### config.mk
export PLATFORM = sky130hd
export DESIGN_NAME = alu_pipe_flat
export DESIGN_NICKNAME = d
export VERILOG_FILES = /design/src/rtl/alu_pkg.sv /design/src/rtl/alu_pipe_if.sv /design/src/rtl/alu_mul_seq.sv /design/src/rtl/alu_pipe.sv /design/src/flat_wrapper.sv
export SDC_FILE = /design/constraint.sdc
export NUM_CORES = 1
export LEC_CHECK = 0
export ABC_AREA = 1
export CELL_PAD_IN_SITES_DETAIL_PLACEMENT = 0
export CELL_PAD_IN_SITES_GLOBAL_PLACEMENT = 1
export CORE_MARGIN = 2
export CORE_UTILIZATION = 47
export CTS_BUF_LIST = sky130_fd_sc_hd__clkbuf_8
export DETAILED_ROUTE_END_ITERATION = 12
export GPL_TIMING_DRIVEN = 1
export PLACE_DENSITY_LB_ADDON = 0.25
export SLEW_MARGIN = 20
export SYNTH_ARGS = -nofsm -noshare
export SYNTH_HDL_FRONTEND = slang
export SYNTH_HIERARCHICAL = 1
export SYNTH_SLANG_ARGS = --single-unit
### constraint.sdc
create_clock -name clk -period 4.11 [get_ports clk]
set_input_delay 0.822 -clock clk [delete_from_list [all_inputs] [get_ports clk]]
set_output_delay 0.822 -clock clk [all_outputs]
set_load 0.01 [all_outputs]
### src/rtl/alu_pkg.sv
`default_nettype none
// ============================================================================
// Package : alu_pkg
// Opcode and FSM state encodings shared by the pipelined ALU.
// Revision: 1.0
// ============================================================================
package alu_pkg;

    localparam int OPCODE_W = 4;

    typedef enum logic [OPCODE_W-1:0] {
        OP_ADD = 4'd0,
        OP_SUB = 4'd1,
        OP_AND = 4'd2,
        OP_OR  = 4'd3,
        OP_NOT = 4'd4,
        OP_XOR = 4'd5,
        OP_SHL = 4'd6,
        OP_SHR = 4'd7,
        OP_MUL = 4'd8
    } op_e;

    typedef enum logic [1:0] {
        ST_IDLE = 2'd0,
        ST_BUSY = 2'd1,
        ST_DONE = 2'd2
    } state_e;

endpackage
`default_nettype wire

### src/rtl/alu_pipe_if.sv
`default_nettype none
// ============================================================================
// Interface : alu_pipe_if
// Operand/opcode input handshake and result/flag output handshake.
// Revision: 1.0
// ============================================================================
interface alu_pipe_if #(
    parameter int WIDTH = 8
) ();
    logic                          in_valid;
    logic                          in_ready;
    logic [WIDTH-1:0]              a;
    logic [WIDTH-1:0]              b;
    logic [alu_pkg::OPCODE_W-1:0]  opcode;
    logic                          out_valid;
    logic                          out_ready;
    logic [WIDTH-1:0]              result;
    logic                          carry_out;
    logic                          zero;
    logic                          ovf;
    logic                          err;

    modport master (
        output in_valid, a, b, opcode, out_ready,
        input  in_ready, out_valid, result, carry_out, zero, ovf, err
    );

    modport slave (
        input  in_valid, a, b, opcode, out_ready,
        output in_ready, out_valid, result, carry_out, zero, ovf, err
    );
endinterface
`default_nettype wire

### src/rtl/alu_mul_seq.sv
`default_nettype none
// ============================================================================
// Module : alu_mul_seq
// Iterative shift-add multiplier, one partial product per cycle.
// Revision: 1.0
// ============================================================================
module alu_mul_seq #(
    parameter int WIDTH = 8
) (
    input  logic                 clk,
    input  logic                 rst_n,
    input  logic                 start_i,
    input  logic [WIDTH-1:0]     a_i,
    input  logic [WIDTH-1:0]     b_i,
    output logic                 done_o,
    output logic [2*WIDTH-1:0]   product_o
);
    localparam int CNT_W = $clog2(WIDTH);
    localparam logic [CNT_W-1:0] LAST = CNT_W'(WIDTH - 1);

    logic                 busy_q;
    logic [CNT_W-1:0]     cnt_q;
    logic [2*WIDTH-1:0]   mcand_q;
    logic [WIDTH-1:0]     mplier_q;
    logic [2*WIDTH-1:0]   acc_q;
    logic [2*WIDTH-1:0]   acc_d;

    // product_o includes the current iteration so the caller can capture it on done_o
    assign acc_d     = acc_q + (mplier_q[0] ? mcand_q : '0);
    assign done_o    = busy_q && (cnt_q == LAST);
    assign product_o = acc_d;

    always_ff @(posedge clk or negedge rst_n) begin
        if (!rst_n) begin
            busy_q   <= 1'b0;
            cnt_q    <= '0;
            mcand_q  <= '0;
            mplier_q <= '0;
            acc_q    <= '0;
        end else if (start_i) begin
            busy_q   <= 1'b1;
            cnt_q    <= '0;
            mcand_q  <= {{WIDTH{1'b0}}, a_i};
            mplier_q <= b_i;
            acc_q    <= '0;
        end else if (busy_q) begin
            acc_q    <= acc_d;
            mcand_q  <= mcand_q << 1;
            mplier_q <= mplier_q >> 1;
            if (cnt_q == LAST) begin
                busy_q <= 1'b0;
                cnt_q  <= '0;
            end else begin
                cnt_q  <= cnt_q + 1'b1;
            end
        end
    end
endmodule
`default_nettype wire

### src/rtl/alu_pipe.sv
`default_nettype none
// ============================================================================
// Module : alu_pipe
// Registered ALU with valid/ready handshakes, flags and iterative multiply.
// Optional: define ALU_SAT_EN for saturating ADD/SUB.
// Revision: 1.0
// ============================================================================
module alu_pipe
    import alu_pkg::*;
#(
    parameter int WIDTH = 8
) (
    input  logic      clk,
    input  logic      rst_n,
    alu_pipe_if.slave bus
);
    localparam int SHW = $clog2(WIDTH);

    state_e               state_q, state_d;
    logic                 in_ready;
    logic                 accept;
    logic                 is_mul;
    logic                 mul_start;
    logic                 mul_done;
    logic [2*WIDTH-1:0]   mul_product;

    logic [WIDTH:0]       sum;
    logic [WIDTH:0]       diff;
    logic [WIDTH-1:0]     alu_res;
    logic                 alu_c;
    logic                 alu_v;
    logic                 alu_e;

    logic [WIDTH-1:0]     result_q;
    logic                 carry_q;
    logic                 zero_q;
    logic                 ovf_q;
    logic                 err_q;

    assign is_mul    = (bus.opcode == OP_MUL);
    assign accept    = bus.in_valid && in_ready;
    assign mul_start = accept && is_mul;

    assign sum  = {1'b0, bus.a} + {1'b0, bus.b};
    assign diff = {1'b0, bus.a} - {1'b0, bus.b};

    always_comb begin
        alu_res = '0;
        alu_c   = 1'b0;
        alu_v   = 1'b0;
        alu_e   = 1'b0;
        case (bus.opcode)
            OP_ADD: begin
                alu_c = sum[WIDTH];
                alu_v = (bus.a[WIDTH-1] == bus.b[WIDTH-1]) && (sum[WIDTH-1] != bus.a[WIDTH-1]);
`ifdef ALU_SAT_EN
                alu_res = sum[WIDTH] ? '1 : sum[WIDTH-1:0];
`else
                alu_res = sum[WIDTH-1:0];
`endif
            end
            OP_SUB: begin
                // diff[WIDTH] is the borrow, i.e. a < b unsigned
                alu_c = diff[WIDTH];
                alu_v = (bus.a[WIDTH-1] != bus.b[WIDTH-1]) && (diff[WIDTH-1] != bus.a[WIDTH-1]);
`ifdef ALU_SAT_EN
                alu_res = diff[WIDTH] ? '0 : diff[WIDTH-1:0];
`else
                alu_res = diff[WIDTH-1:0];
`endif
            end
            OP_AND:  alu_res = bus.a & bus.b;
            OP_OR:   alu_res = bus.a | bus.b;
            OP_NOT:  alu_res = ~bus.a;
            OP_XOR:  alu_res = bus.a ^ bus.b;
            OP_SHL:  alu_res = bus.a << bus.b[SHW-1:0];
            OP_SHR:  alu_res = bus.a >> bus.b[SHW-1:0];
            OP_MUL:  alu_res = '0;
            default: alu_e   = 1'b1;
        endcase
    end

    always_comb begin
        state_d  = state_q;
        in_ready = 1'b0;
        case (state_q)
            ST_IDLE: begin
                in_ready = 1'b1;
                if (bus.in_valid) begin
                    state_d = is_mul ? ST_BUSY : ST_DONE;
                end
            end
            ST_BUSY: begin
                if (mul_done) begin
                    state_d = ST_DONE;
                end
            end
            ST_DONE: begin
                // a new op may be taken in the same cycle the result is consumed
                in_ready = bus.out_ready;
                if (bus.out_ready) begin
                    if (bus.in_valid) begin
                        state_d = is_mul ? ST_BUSY : ST_DONE;
                    end else begin
                        state_d = ST_IDLE;
                    end
                end
            end
            default: state_d = ST_IDLE;
        endcase
    end

    always_ff @(posedge clk or negedge rst_n) begin
        if (!rst_n) begin
            state_q <= ST_IDLE;
        end else begin
            state_q <= state_d;
        end
    end

    always_ff @(posedge clk or negedge rst_n) begin
        if (!rst_n) begin
            result_q <= '0;
            carry_q  <= 1'b0;
            zero_q   <= 1'b0;
            ovf_q    <= 1'b0;
            err_q    <= 1'b0;
        end else if (accept && !is_mul) begin
            result_q <= alu_res;
            carry_q  <= alu_c;
            zero_q   <= (alu_res == '0);
            ovf_q    <= alu_v;
            err_q    <= alu_e;
        end else if (mul_done) begin
            result_q <= mul_product[WIDTH-1:0];
            carry_q  <= |mul_product[2*WIDTH-1:WIDTH];
            zero_q   <= (mul_product[WIDTH-1:0] == '0);
            ovf_q    <= 1'b0;
            err_q    <= 1'b0;
        end
    end

    alu_mul_seq #(
        .WIDTH (WIDTH)
    ) u_mul (
        .clk       (clk),
        .rst_n     (rst_n),
        .start_i   (mul_start),
        .a_i       (bus.a),
        .b_i       (bus.b),
        .done_o    (mul_done),
        .product_o (mul_product)
    );

    assign bus.in_ready  = in_ready;
    assign bus.out_valid = (state_q == ST_DONE);
    assign bus.result    = result_q;
    assign bus.carry_out = carry_q;
    assign bus.zero      = zero_q;
    assign bus.ovf       = ovf_q;
    assign bus.err       = err_q;
endmodule
`default_nettype wire

### src/flat_wrapper.sv
// flat-port wrapper written by rule: the top's interface ports become plain ports
module alu_pipe_flat import alu_pkg::*;
#(
    parameter int WIDTH = 8
)
  (clk, rst_n, bus_in_valid, bus_a, bus_b, bus_opcode, bus_out_ready, bus_in_ready, bus_out_valid, bus_result, bus_carry_out, bus_zero, bus_ovf, bus_err);
  alu_pipe_if #(.WIDTH(WIDTH)) bus_i ();
  input  logic clk;
  input  logic rst_n;
  input wire logic [$bits(bus_i.in_valid)-1:0] bus_in_valid;
  input wire logic [$bits(bus_i.a)-1:0] bus_a;
  input wire logic [$bits(bus_i.b)-1:0] bus_b;
  input wire logic [$bits(bus_i.opcode)-1:0] bus_opcode;
  input wire logic [$bits(bus_i.out_ready)-1:0] bus_out_ready;
  output wire logic [$bits(bus_i.in_ready)-1:0] bus_in_ready;
  output wire logic [$bits(bus_i.out_valid)-1:0] bus_out_valid;
  output wire logic [$bits(bus_i.result)-1:0] bus_result;
  output wire logic [$bits(bus_i.carry_out)-1:0] bus_carry_out;
  output wire logic [$bits(bus_i.zero)-1:0] bus_zero;
  output wire logic [$bits(bus_i.ovf)-1:0] bus_ovf;
  output wire logic [$bits(bus_i.err)-1:0] bus_err;
  assign bus_i.in_valid = bus_in_valid;
  assign bus_i.a = bus_a;
  assign bus_i.b = bus_b;
  assign bus_i.opcode = bus_opcode;
  assign bus_i.out_ready = bus_out_ready;
  assign bus_in_ready = bus_i.in_ready;
  assign bus_out_valid = bus_i.out_valid;
  assign bus_result = bus_i.result;
  assign bus_carry_out = bus_i.carry_out;
  assign bus_zero = bus_i.zero;
  assign bus_ovf = bus_i.ovf;
  assign bus_err = bus_i.err;
  alu_pipe #(.WIDTH(WIDTH)) u_core (.clk(clk), .rst_n(rst_n), .bus(bus_i));
endmodule
==> results.md <==
* Clock Sinks at 58
* Clock latency on the worst-skew pair at 360 ps
* Synth cell count leaders: 270 x nand2_1, 123 x inv_1, 101 x nand3_1, 80 x nor2_1, 58 x dfrtp_1
* Post-Route Setup TNS at 0 ps
* Syn avg cell area at 6.36 sq um
* Syn Nets at 919
* TritonRoute pass-1 iters at 5
* # diodes at 0
* Initial Util at 0.477
* Tmin final at 3280 ps
* Slowest stage delay, CP at 600 ps
* Synth Instances at 850
* Final setup fails at 0
* Global-route wire length before repair at 27.0 mm
* Yosys top cell area share at 0.269
* Clock buffer depth at 2
* Core outline area at 0.0113 sq mm
* Largest vdd supply drop at 0.676 mV
* Total global routing overflow at 0
* I/O pins at 38
* Setup CP Type: reg -> reg
* Yosys top cell by area: dfrtp_1
* Area Overhead vs Synth at 13.9%
* Period utilization at 0.798
* Synth top area cells: dfrtp_1 27%, nand2_1 19%, ha_1 9.7%
* Arrival time worst endpoint at 3520 ps
* DP HPWL at 13.4 mm
* Largest net degree at the start of global routing at 33
* Pwr dens at 520 mW/mm^2
* Die width at 111 microns
* Final Hold Vio Count at 0
* Routed vias/inst at 5.36
* CTS HTree Levels at 3
* Hold Crit Class: reg -> reg
* Cell area after synthesis at 0.00540 sq mm
* Cts-stage hold buffer count at 0
* Sequential fraction of the synthesis area at 0.269
* Slowest CP cell: nor4_1
* Lkg Pwr at 3.43 nW
* CP top delay family: simple AND/OR/NAND/NOR gates
* Count leader, synth: nand2_1
* Area of the multi-input gates at 0.00334 sq mm
* Overall global routing resource usage at 0.277
* Reg clk slew, reported paths at 70 ps
* Max-slew violations at 0
* Layout cell share with drive strength beyond 1 at 0.0662
* MaxCap Viol Count at 0
* Worst-Margin Slew at 743 ps
* Crit-path cells: nand2_1, inv_1, ha_1, fa_1, nand3_1, nand3_1, nand2_1, nand2_2, nand2_2, nand3_1, and2_1, nor4_1, nand3_1, nand3_1, nand2_1
* GPL Wtd Cong at 1.02
* Fmax achieved at 305 MHz
* Post-route ant nets at 0
* Max FO, Critical Path at 17
* Setup Skew at 14.4 ps
* Row cnt at 39
* Final wirelength at 16.6 mm
* Most common flop cell mapped by yosys: dfrtp_1
* Post-synth ARST share at 1.00
* CP Capture Type: register
* Die area at 0.0124 sq mm
* Synthesized flop and latch total at 58
* Total setup buffers inserted after CTS at 0
* CTS Buf Count at 9
* Most Frequent Cell on Critical Path: nand3_1
* EDFF count, synth at 0
* Die height at 111 microns
* Placed Area at 0.00592 sq mm
* Port bufs at 37
* Iter 0 DRT Violations at 461
* Critical path required time at 4350 ps
* Hold slack at 491 ps
* Pwr Total at 3.20 mW
* Startpoint types: register
* DR vias at 5539
* Final core occ at 0.544
* PostCTS Resize Cnt at 0
* Detailed-route DRC error count at 0
* RSZ-0062 raised after global routing: false
* Outcome: finished clean
* # nets final at 956
* Worst rel slew slack at 0.504
* Clk root buf: clkbuf_8
* FF+latch area at 0.00145 sq mm
* Vias in the first global route at 5211
* Yosys cell types at 39
* Fillers at 1183
* Initial antenna violation count at 0
* Synthesis Warnings at 6
* Worst path bufs/invs at 1
* Wire per inst at 16.1 microns
* Design area at 0.00616 sq mm
* CTS tree: done
==> cell type report <==
type,count,area share
Multi-Input combinational cell,637,0.543
Sequential cell,58,0.236
Inverter,134,0.0817
Timing Repair Buffer,47,0.0715
Tap cell,143,0.0291
Clock buffer,10,0.0224
Clock inverter,5,0.0167
==> routing by layer <==
| metal | global-route usage | share of wire | vias to the layer above |
|---|---|---|---|
| met1 | 0.401 | 0.48 | 2553 |
| met5 | 0 | 0 | - |
| li1 | - | - | 2776 |
| met3 | 0.0601 | 0.069 | 21 |
| met2 | 0.418 | 0.44 | 189 |
| met4 | 0.0749 | 0.015 | 0 |
==> state kept, by name, indices dropped and copies added (netlist names) <==
signal	cells
u_core/u_mul/acc_q	16
u_core/bus.result	8
u_core/u_mul/busy_q	1
u_core/u_mul/mplier_q	8
u_core/state_q	2
u_core/bus.zero	1
u_core/bus.err	1
u_core/u_mul/cnt_q	3
u_core/bus.ovf	1
u_core/u_mul/mcand_q	16
u_core/bus.carry_out	1
==> power breakdown <==
part	internal, mW	switching (mW)	total (mW)
Combinational	0.606	0.974	1.58
Sequential	0.804	0.161	0.965
Clock	0.415	0.242	0.657
Total	1.82	1.38	3.20
==> worst min-delay path, delay by kind of cell, from the launching register on <==
kind | cells | cell delay (ps)
compound gates | 1 | 60
flops | 1 | 340
simple gates | 1 | 50
==> final timing paths <==
path                                                       from  slack [ps]  cells past startpoint                           endpoint
hold / removal                       u_core/bus.err$_DFFE_PN0P_         490                      2         u_core/bus.err$_DFFE_PN0P_
max in group asynchronous                                 rst_n        2730                      2  u_core/u_mul/cnt_q[2]$_DFFE_PN0P_
setup / recovery           u_core/u_mul/mplier_q[0]$_DFFE_PN0P_         830                     15   u_core/bus.carry_out$_DFFE_PN0P_
min in group asynchronous                                 rst_n         530                      1  u_core/u_mul/acc_q[6]$_DFFE_PN0P_
hold reg to reg                      u_core/bus.err$_DFFE_PN0P_         490                      2         u_core/bus.err$_DFFE_PN0P_
setup reg to reg           u_core/u_mul/mplier_q[0]$_DFFE_PN0P_         830                     15   u_core/bus.carry_out$_DFFE_PN0P_
==> logic make-up after synthesis <==
logic type	after synthesis	synth area share
compound gates	84	0.0924
flops	58	0.269
buf+inv	155	0.113
xor+xnor	10	0.0190
fa+ha+maj	45	0.108
simple gates	497	0.397
mux	1	0.00185
==> metrics by stage <==
stage | worst slack [ps] | instances
detailed placement | 777 | 1019
global placement | 828 | 1019
CTS | 899 | 1034
finish | 829 | 1034
floorplan | 1560 | 850
global route | 647 | 1034
==> cells in the final DEF (no fill, tap or decap), types with 3 or more instances in the layout <==
cell | Yosys | final
a21oi_1 | 31 | 31
a22o_1 | 6 | 6
and2_1 | 9 | 9
buf_4 | 2 | 10
bufinv_16 | 0 | 3
clkbuf_8 | 0 | 10
clkdlybuf4s50_1 | 0 | 36
dfrtp_1 | 58 | 58
fa_1 | 3 | 3
ha_1 | 42 | 42
inv_1 | 123 | 123
inv_2 | 11 | 11
nand2_1 | 270 | 270
nand2_2 | 8 | 8
nand3_1 | 101 | 101
nand3b_1 | 5 | 5
nand4_1 | 6 | 6
nor2_1 | 80 | 80
nor2_4 | 4 | 4
nor3_1 | 3 | 3
nor3_2 | 4 | 4
nor4_1 | 4 | 4
o21ai_0 | 18 | 18
o221ai_1 | 4 | 4
o22ai_1 | 14 | 14
xor2_1 | 7 | 7
(Power assumes the default switching activity.)
